`config.mk`:
```
export PLATFORM = sky130hd
export DESIGN_NAME = restador_serial_flat
export DESIGN_NICKNAME = d
export VERILOG_FILES = /design/src/rtl/restador_serial_if.sv /design/src/rtl/restador_serial.sv /design/src/flat_wrapper.sv
export SDC_FILE = /design/constraint.sdc
export NUM_CORES = 1
export LEC_CHECK = 0
export BUFFER_PORTS_ARGS = -buffer_cell sky130_fd_sc_hd__buf_2
export CAP_MARGIN = 25
export CORE_UTILIZATION = 53
export CTS_BUF_LIST = sky130_fd_sc_hd__clkbuf_8
export CTS_CLUSTER_SIZE = 14
export DETAILED_ROUTE_END_ITERATION = 7
export PLACE_DENSITY_LB_ADDON = 0.12
export SYNTH_ARGS = -nofsm -noshare
export SYNTH_HDL_FRONTEND = slang
export SYNTH_SLANG_ARGS = --single-unit
```
`constraint.sdc`:
```
create_clock -name clk -period 2.1 [get_ports clk]
set_input_delay 0.42 -clock clk [delete_from_list [all_inputs] [get_ports clk]]
set_output_delay 0.42 -clock clk [all_outputs]
set_load 0.01 [all_outputs]
```
`src/rtl/restador_serial_if.sv`:
```
// Tiny Tapeout user-module pin bundle for restador_serial.
// The master drives the switch and start inputs; the slave owns the outputs.
interface restador_serial_if;
  logic [7:0] ui_in;
  logic [7:0] uio_in;
  logic [7:0] uo_out;
  logic [7:0] uio_out;
  logic [7:0] uio_oe;

  modport master (output ui_in, uio_in, input uo_out, uio_out, uio_oe);
  modport slave  (input ui_in, uio_in, output uo_out, uio_out, uio_oe);
endinterface

```
`src/rtl/restador_serial.sv`:
```
// Bit-serial subtractor D = A - B, one full-subtractor step per clock, LSB first.
// The start switch is synchronized and edge-detected; the result is held for the display.
module restador_serial #(
  parameter int unsigned WIDTH       = 4,
  parameter int unsigned SYNC_STAGES = 2
) (
  input  logic               clk,
  input  logic               rst_n,
  input  logic               ena,
  restador_serial_if.slave   tt
);

  localparam int unsigned CNT_W = (WIDTH > 1) ? $clog2(WIDTH) : 1;

  typedef enum logic [1:0] {
    S_IDLE  = 2'd0,
    S_SHIFT = 2'd1,
    S_DONE  = 2'd2
  } state_e;

  state_e                   state_q,     state_d;
  logic [SYNC_STAGES-1:0]   sync_q,      sync_d;
  logic                     sync_prev_q, sync_prev_d;
  logic [WIDTH-1:0]         a_sr_q,      a_sr_d;
  logic [WIDTH-1:0]         b_sr_q,      b_sr_d;
  logic [WIDTH-1:0]         d_sr_q,      d_sr_d;
  logic                     br_q,        br_d;
  logic [CNT_W-1:0]         cnt_q,       cnt_d;
  logic [WIDTH-1:0]         d_q,         d_d;
  logic                     borrow_q,    borrow_d;
  logic                     zero_q,      zero_d;
  logic                     busy_q,      busy_d;
  logic                     done_q,      done_d;

  logic                     start_pulse_c;
  logic                     diff_bit_c;
  logic                     borrow_nxt_c;
  logic [WIDTH-1:0]         result_c;
  logic                     unused_uio;

  // Full-subtractor cell on the current LSBs.
  assign start_pulse_c = sync_q[SYNC_STAGES-1] & ~sync_prev_q;
  assign diff_bit_c    = a_sr_q[0] ^ b_sr_q[0] ^ br_q;
  assign borrow_nxt_c  = (~a_sr_q[0] & b_sr_q[0]) | (~(a_sr_q[0] ^ b_sr_q[0]) & br_q);
  assign result_c      = {diff_bit_c, d_sr_q[WIDTH-1:1]};
  assign unused_uio    = &{1'b0, tt.uio_in[7:1]};

  always_ff @(posedge clk or negedge rst_n) begin
    if (!rst_n) begin
      state_q     <= S_IDLE;
      sync_q      <= '0;
      sync_prev_q <= 1'b0;
      a_sr_q      <= '0;
      b_sr_q      <= '0;
      d_sr_q      <= '0;
      br_q        <= 1'b0;
      cnt_q       <= '0;
      d_q         <= '0;
      borrow_q    <= 1'b0;
      zero_q      <= 1'b1;
      busy_q      <= 1'b0;
      done_q      <= 1'b0;
    end else begin
      state_q     <= state_d;
      sync_q      <= sync_d;
      sync_prev_q <= sync_prev_d;
      a_sr_q      <= a_sr_d;
      b_sr_q      <= b_sr_d;
      d_sr_q      <= d_sr_d;
      br_q        <= br_d;
      cnt_q       <= cnt_d;
      d_q         <= d_d;
      borrow_q    <= borrow_d;
      zero_q      <= zero_d;
      busy_q      <= busy_d;
      done_q      <= done_d;
    end
  end

  // Next-state and datapath; with ena low every flop keeps its value.
  always_comb begin
    state_d     = state_q;
    sync_d      = sync_q;
    sync_prev_d = sync_prev_q;
    a_sr_d      = a_sr_q;
    b_sr_d      = b_sr_q;
    d_sr_d      = d_sr_q;
    br_d        = br_q;
    cnt_d       = cnt_q;
    d_d         = d_q;
    borrow_d    = borrow_q;
    zero_d      = zero_q;
    busy_d      = busy_q;
    done_d      = done_q;

    if (ena) begin
      sync_d      = {sync_q[SYNC_STAGES-2:0], tt.uio_in[0]};
      sync_prev_d = sync_q[SYNC_STAGES-1];

      case (state_q)
        S_IDLE, S_DONE: begin
          if (start_pulse_c) begin
            a_sr_d  = tt.ui_in[WIDTH-1:0];
            b_sr_d  = tt.ui_in[2*WIDTH-1:WIDTH];
            br_d    = 1'b0;
            cnt_d   = '0;
            state_d = S_SHIFT;
          end
        end
        S_SHIFT: begin
          d_sr_d = result_c;
          a_sr_d = a_sr_q >> 1;
          b_sr_d = b_sr_q >> 1;
          br_d   = borrow_nxt_c;
          cnt_d  = cnt_q + CNT_W'(1);
          // Display only changes once the whole difference is resolved.
          if (cnt_q == CNT_W'(WIDTH - 1)) begin
            state_d  = S_DONE;
            d_d      = result_c;
            borrow_d = borrow_nxt_c;
            zero_d   = (result_c == '0);
          end
        end
        default: state_d = S_IDLE;
      endcase

      busy_d = (state_d == S_SHIFT);
      done_d = (state_d == S_DONE);
    end
  end

  assign tt.uo_out  = {zero_q, done_q, busy_q, borrow_q, d_q};
  assign tt.uio_out = '0;
  assign tt.uio_oe  = '0;

endmodule

```
`src/flat_wrapper.sv`:
```
// flat-port wrapper written by rule: the top's interface ports become plain ports
module restador_serial_flat 
#(
  parameter int unsigned WIDTH       = 4,
  parameter int unsigned SYNC_STAGES = 2
)
  (clk, rst_n, ena, tt_ui_in, tt_uio_in, tt_uo_out, tt_uio_out, tt_uio_oe);
  restador_serial_if tt_i ();
  input  logic clk;
  input  logic rst_n;
  input  logic ena;
  input wire logic [$bits(tt_i.ui_in)-1:0] tt_ui_in;
  input wire logic [$bits(tt_i.uio_in)-1:0] tt_uio_in;
  output wire logic [$bits(tt_i.uo_out)-1:0] tt_uo_out;
  output wire logic [$bits(tt_i.uio_out)-1:0] tt_uio_out;
  output wire logic [$bits(tt_i.uio_oe)-1:0] tt_uio_oe;
  assign tt_i.ui_in = tt_ui_in;
  assign tt_i.uio_in = tt_uio_in;
  assign tt_uo_out = tt_i.uo_out;
  assign tt_uio_out = tt_i.uio_out;
  assign tt_uio_oe = tt_i.uio_oe;
  restador_serial #(.WIDTH(WIDTH), .SYNC_STAGES(SYNC_STAGES)) u_core (.clk(clk), .rst_n(rst_n), .ena(ena), .tt(tt_i));
endmodule
```
==> impl_results.md <==
- Status: complete, no violations
- Row cnt: 18
- Initial core utilization: 56.6%
- CP endpoint kind: flip-flop
- Port Buffers: 19
- P per Cell Area: 1370 nW/um2
- Crit path cell chain: inv_1 -> fa_1 -> or4_1 -> o21ai_0
- Worst path max stage delay: 0.52 ns
- Slew Limit Fails: 0
- Worst Clk Skew: 0.00369 ns
- Required time worst endpoint: 2.29 ns
- Antenna violations before repair: 0
- Finished Core Util: 58.9%
- Proportion of synthesized chip area in sequential cells: 47.4%
- First-pass iteration count of the detailed router: 4
- Max Root-Sink Buffers: 2
- Fraction of layout cells with a size suffix above 1: about two fifths
- Global Route Usage Sum: 15.1%
- Worst-path clk slew: 0.09 ns
- Synth Instances: between 100 and 150
- Worst-Margin Slew: 0.591 ns
- Area share of the largest cell type after synthesis: between 40% and 50%
- Startpoint types: flip-flop
- Delay-heaviest family, CP: adder cells
- Fmax: 0.618 GHz
- Routability Congestion: approximately 0.73
- CP Max Fanout: 3
- RSZ-0062 raised after global routing: false
- Max-cap violations: 0
- Number of global-route vias before repair: a little under 700
- Worst r2r path cells: 4
- Fin crit period: 1.62 ns
- H-tree Lvls: 1
- Ant diodes: 0
- Layout Nets: approximately 150
- Vias per Instance: 4.99
- Core area: around 2500 um2
- Post-CTS setup buffer count: 0
- First-pass GRT wire length: 3000 um
- # resized after CTS: 0
- WL per Instance: 12.2 um
- Area Overhead vs Synth: 4.03%
- Die footprint: 2910 um2
- Total CTS buffers: 3
- Synth area leader: dfrtp_1
- Placed inst area: 1440 um2
- Via Count: 794
- Synth cell types: 32
- DRC errors left: 0
- CTS Root Buffer Type: clkbuf_8
- Fin crit share: just under 80%
- # clock sinks: 27
- Synth Register Bits: 27
- CTS Hold Buffers Added: 0
- Global route overflow: 0
- Slew margin rel.: around three fifths
- Average cell area after synthesis: 12.5 um2
- Synth top area cells: dfrtp_1 (46%), buf_4 (11%), mux2_4 (11%), mux2_2 (8.7%), buf_6 (2.4%)
- Min-delay worst type: input port to async pin
- Initial DRC Count: 7
- Detailed Place HPWL: 1400 um
- Critical path depth in cells: 4
- Fin. Hold Viols: 0
- Buf/Inv on CP: 1
- Post-DRT Antenna Nets: 0
- Final setup TNS: 0 ns
- Slowest CP cell: fa_1
- Worst VDD drop: 863 uV
- Largest net degree at the start of global routing: 28
- TritonCTS clock tree: built
- Post-Syn Area: 1430 um2
- Die Y: 53.9 um
- Routed Wire Length: 1930 um
- I/O pins: 43
- Die W: 53.9 um
- Crit path kind: flip-flop to flip-flop
- Worst EP arrival: 1.81 ns
- Yosys warns: 0
- Cell area after layout: roughly 1500 um2
- Pleak: 0.755 nW
- Final setup fails: 0
- Clock Latency Late Sink: 0.27 ns
==> state kept, by name, summed over array words and instances (netlist names) <==
name,cells
u_core.a_sr_q,4
u_core.b_sr_q,4
u_core.d_q,4
u_core.d_sr_q,3
u_core.cnt_q,2
u_core.state_q,2
u_core.sync_q,2
u_core.borrow_q,1
u_core.br_q,1
u_core.busy_q,1
u_core.done_q,1
u_core.sync_prev_q,1
u_core.zero_q,1
==> cells by family after synthesis <==
logic type | after synthesis | share of synthesized area [%]
buf+inv | 29 | 14.5
flops | 27 | 47.4
mux | 23 | 20.6
simple gates | 17 | 7.71
compound gates | 15 | 7.19
fa+ha+maj | 2 | 2.28
other cells | 1 | 0.263
==> layer usage <==
| layer | wire length, um | GRT usage [%] |
|---|---|---|
| met1 | 911 | 18.9 |
| met2 | 904 | 23.5 |
| met3 | 69 | 2.82 |
| met4 | 47 | 10.5 |
| met5 | 0 | 0 |
==> power breakdown <==
| part | total [mW] | switching [mW] | internal [mW] |
|---|---|---|---|
| clock network | 0.288 | 0.155 | 0.133 |
| registers | 0.884 | 0.145 | 0.739 |
| logic | 0.857 | 0.369 | 0.488 |
==> placed cells by master (no fill, tap or decap), drive strengths merged, types with 2 or more instances in the layout <==
| master | count |
|---|---|
| conb | 16 |
| o21ai | 5 |
| a31oi | 2 |
| nand2 | 3 |
| nand4 | 2 |
| nor2b | 2 |
| mux2 | 21 |
| clkbuf | 3 |
| mux2i | 2 |
| dfrtp | 26 |
| nor2 | 3 |
| buf | 21 |
| a21bo | 2 |
| inv | 4 |
| a21o | 2 |
| a21oi | 2 |
==> worst paths after layout <==
check	to	start	slack [ns]
min in group clk	u_core.sync_q[0]	tt_uio_in[0]	0.38
setup / recovery	u_core.zero_q	u_core.b_sr_q[0]	0.48
max in group asynchronous	u_core.d_q[0]	rst_n	1.57
hold / removal	u_core.br_q	rst_n	0.15
setup reg to reg	u_core.zero_q	u_core.b_sr_q[0]	0.48
hold reg to reg	u_core.zero_q	u_core.zero_q	0.48
==> synth_stat cells (all sizes together) <==
| cell type | instances |
|---|---|
| a21bo | 2 |
| a21o | 2 |
| a21oi | 2 |
| a31oi | 2 |
| and3 | 1 |
| buf | 24 |
| clkbuf | 1 |
| conb | 1 |
| dfrtp | 26 |
| dfstp | 1 |
| fa | 1 |
| ha | 1 |
| inv | 4 |
| mux2 | 21 |
| mux2i | 2 |
| nand2 | 3 |
| nand2b | 1 |
| nand3b | 1 |
| nand4 | 2 |
| nand4b | 1 |
| nor2 | 3 |
| nor2b | 2 |
| nor3 | 1 |
| nor3b | 1 |
| o21a | 1 |
| o21ai | 5 |
| o22a | 1 |
| or4 | 1 |
==> per-stage QoR <==
step / power (mW) / cells / worst slack [ns] / hold WS (ns)
final: 2.03 / 159 / 0.483 / 0.146
after global routing: 2.18 / 159 / 0.370 / 0.194
after CTS: 2.06 / 159 / 0.464 / 0.160
after detailed placement: 1.77 / 155 / 0.454 / 0.460
after global placement: 1.74 / 155 / 0.488 / 0.454
after floorplan: 1.67 / 129 / 0.586 / 0.124
==> layout make-up <==
cell class                 instances  area, um2
clock buffer                       3       41.3
clock inverter                     1       5.00
fill                             226       1040
inverter                           4       15.0
multi-input combinational         73        599
sequential                        27        677
tap                               30       37.5
timing repair buffer              21        110
Power figures use the tool's default switching activity.
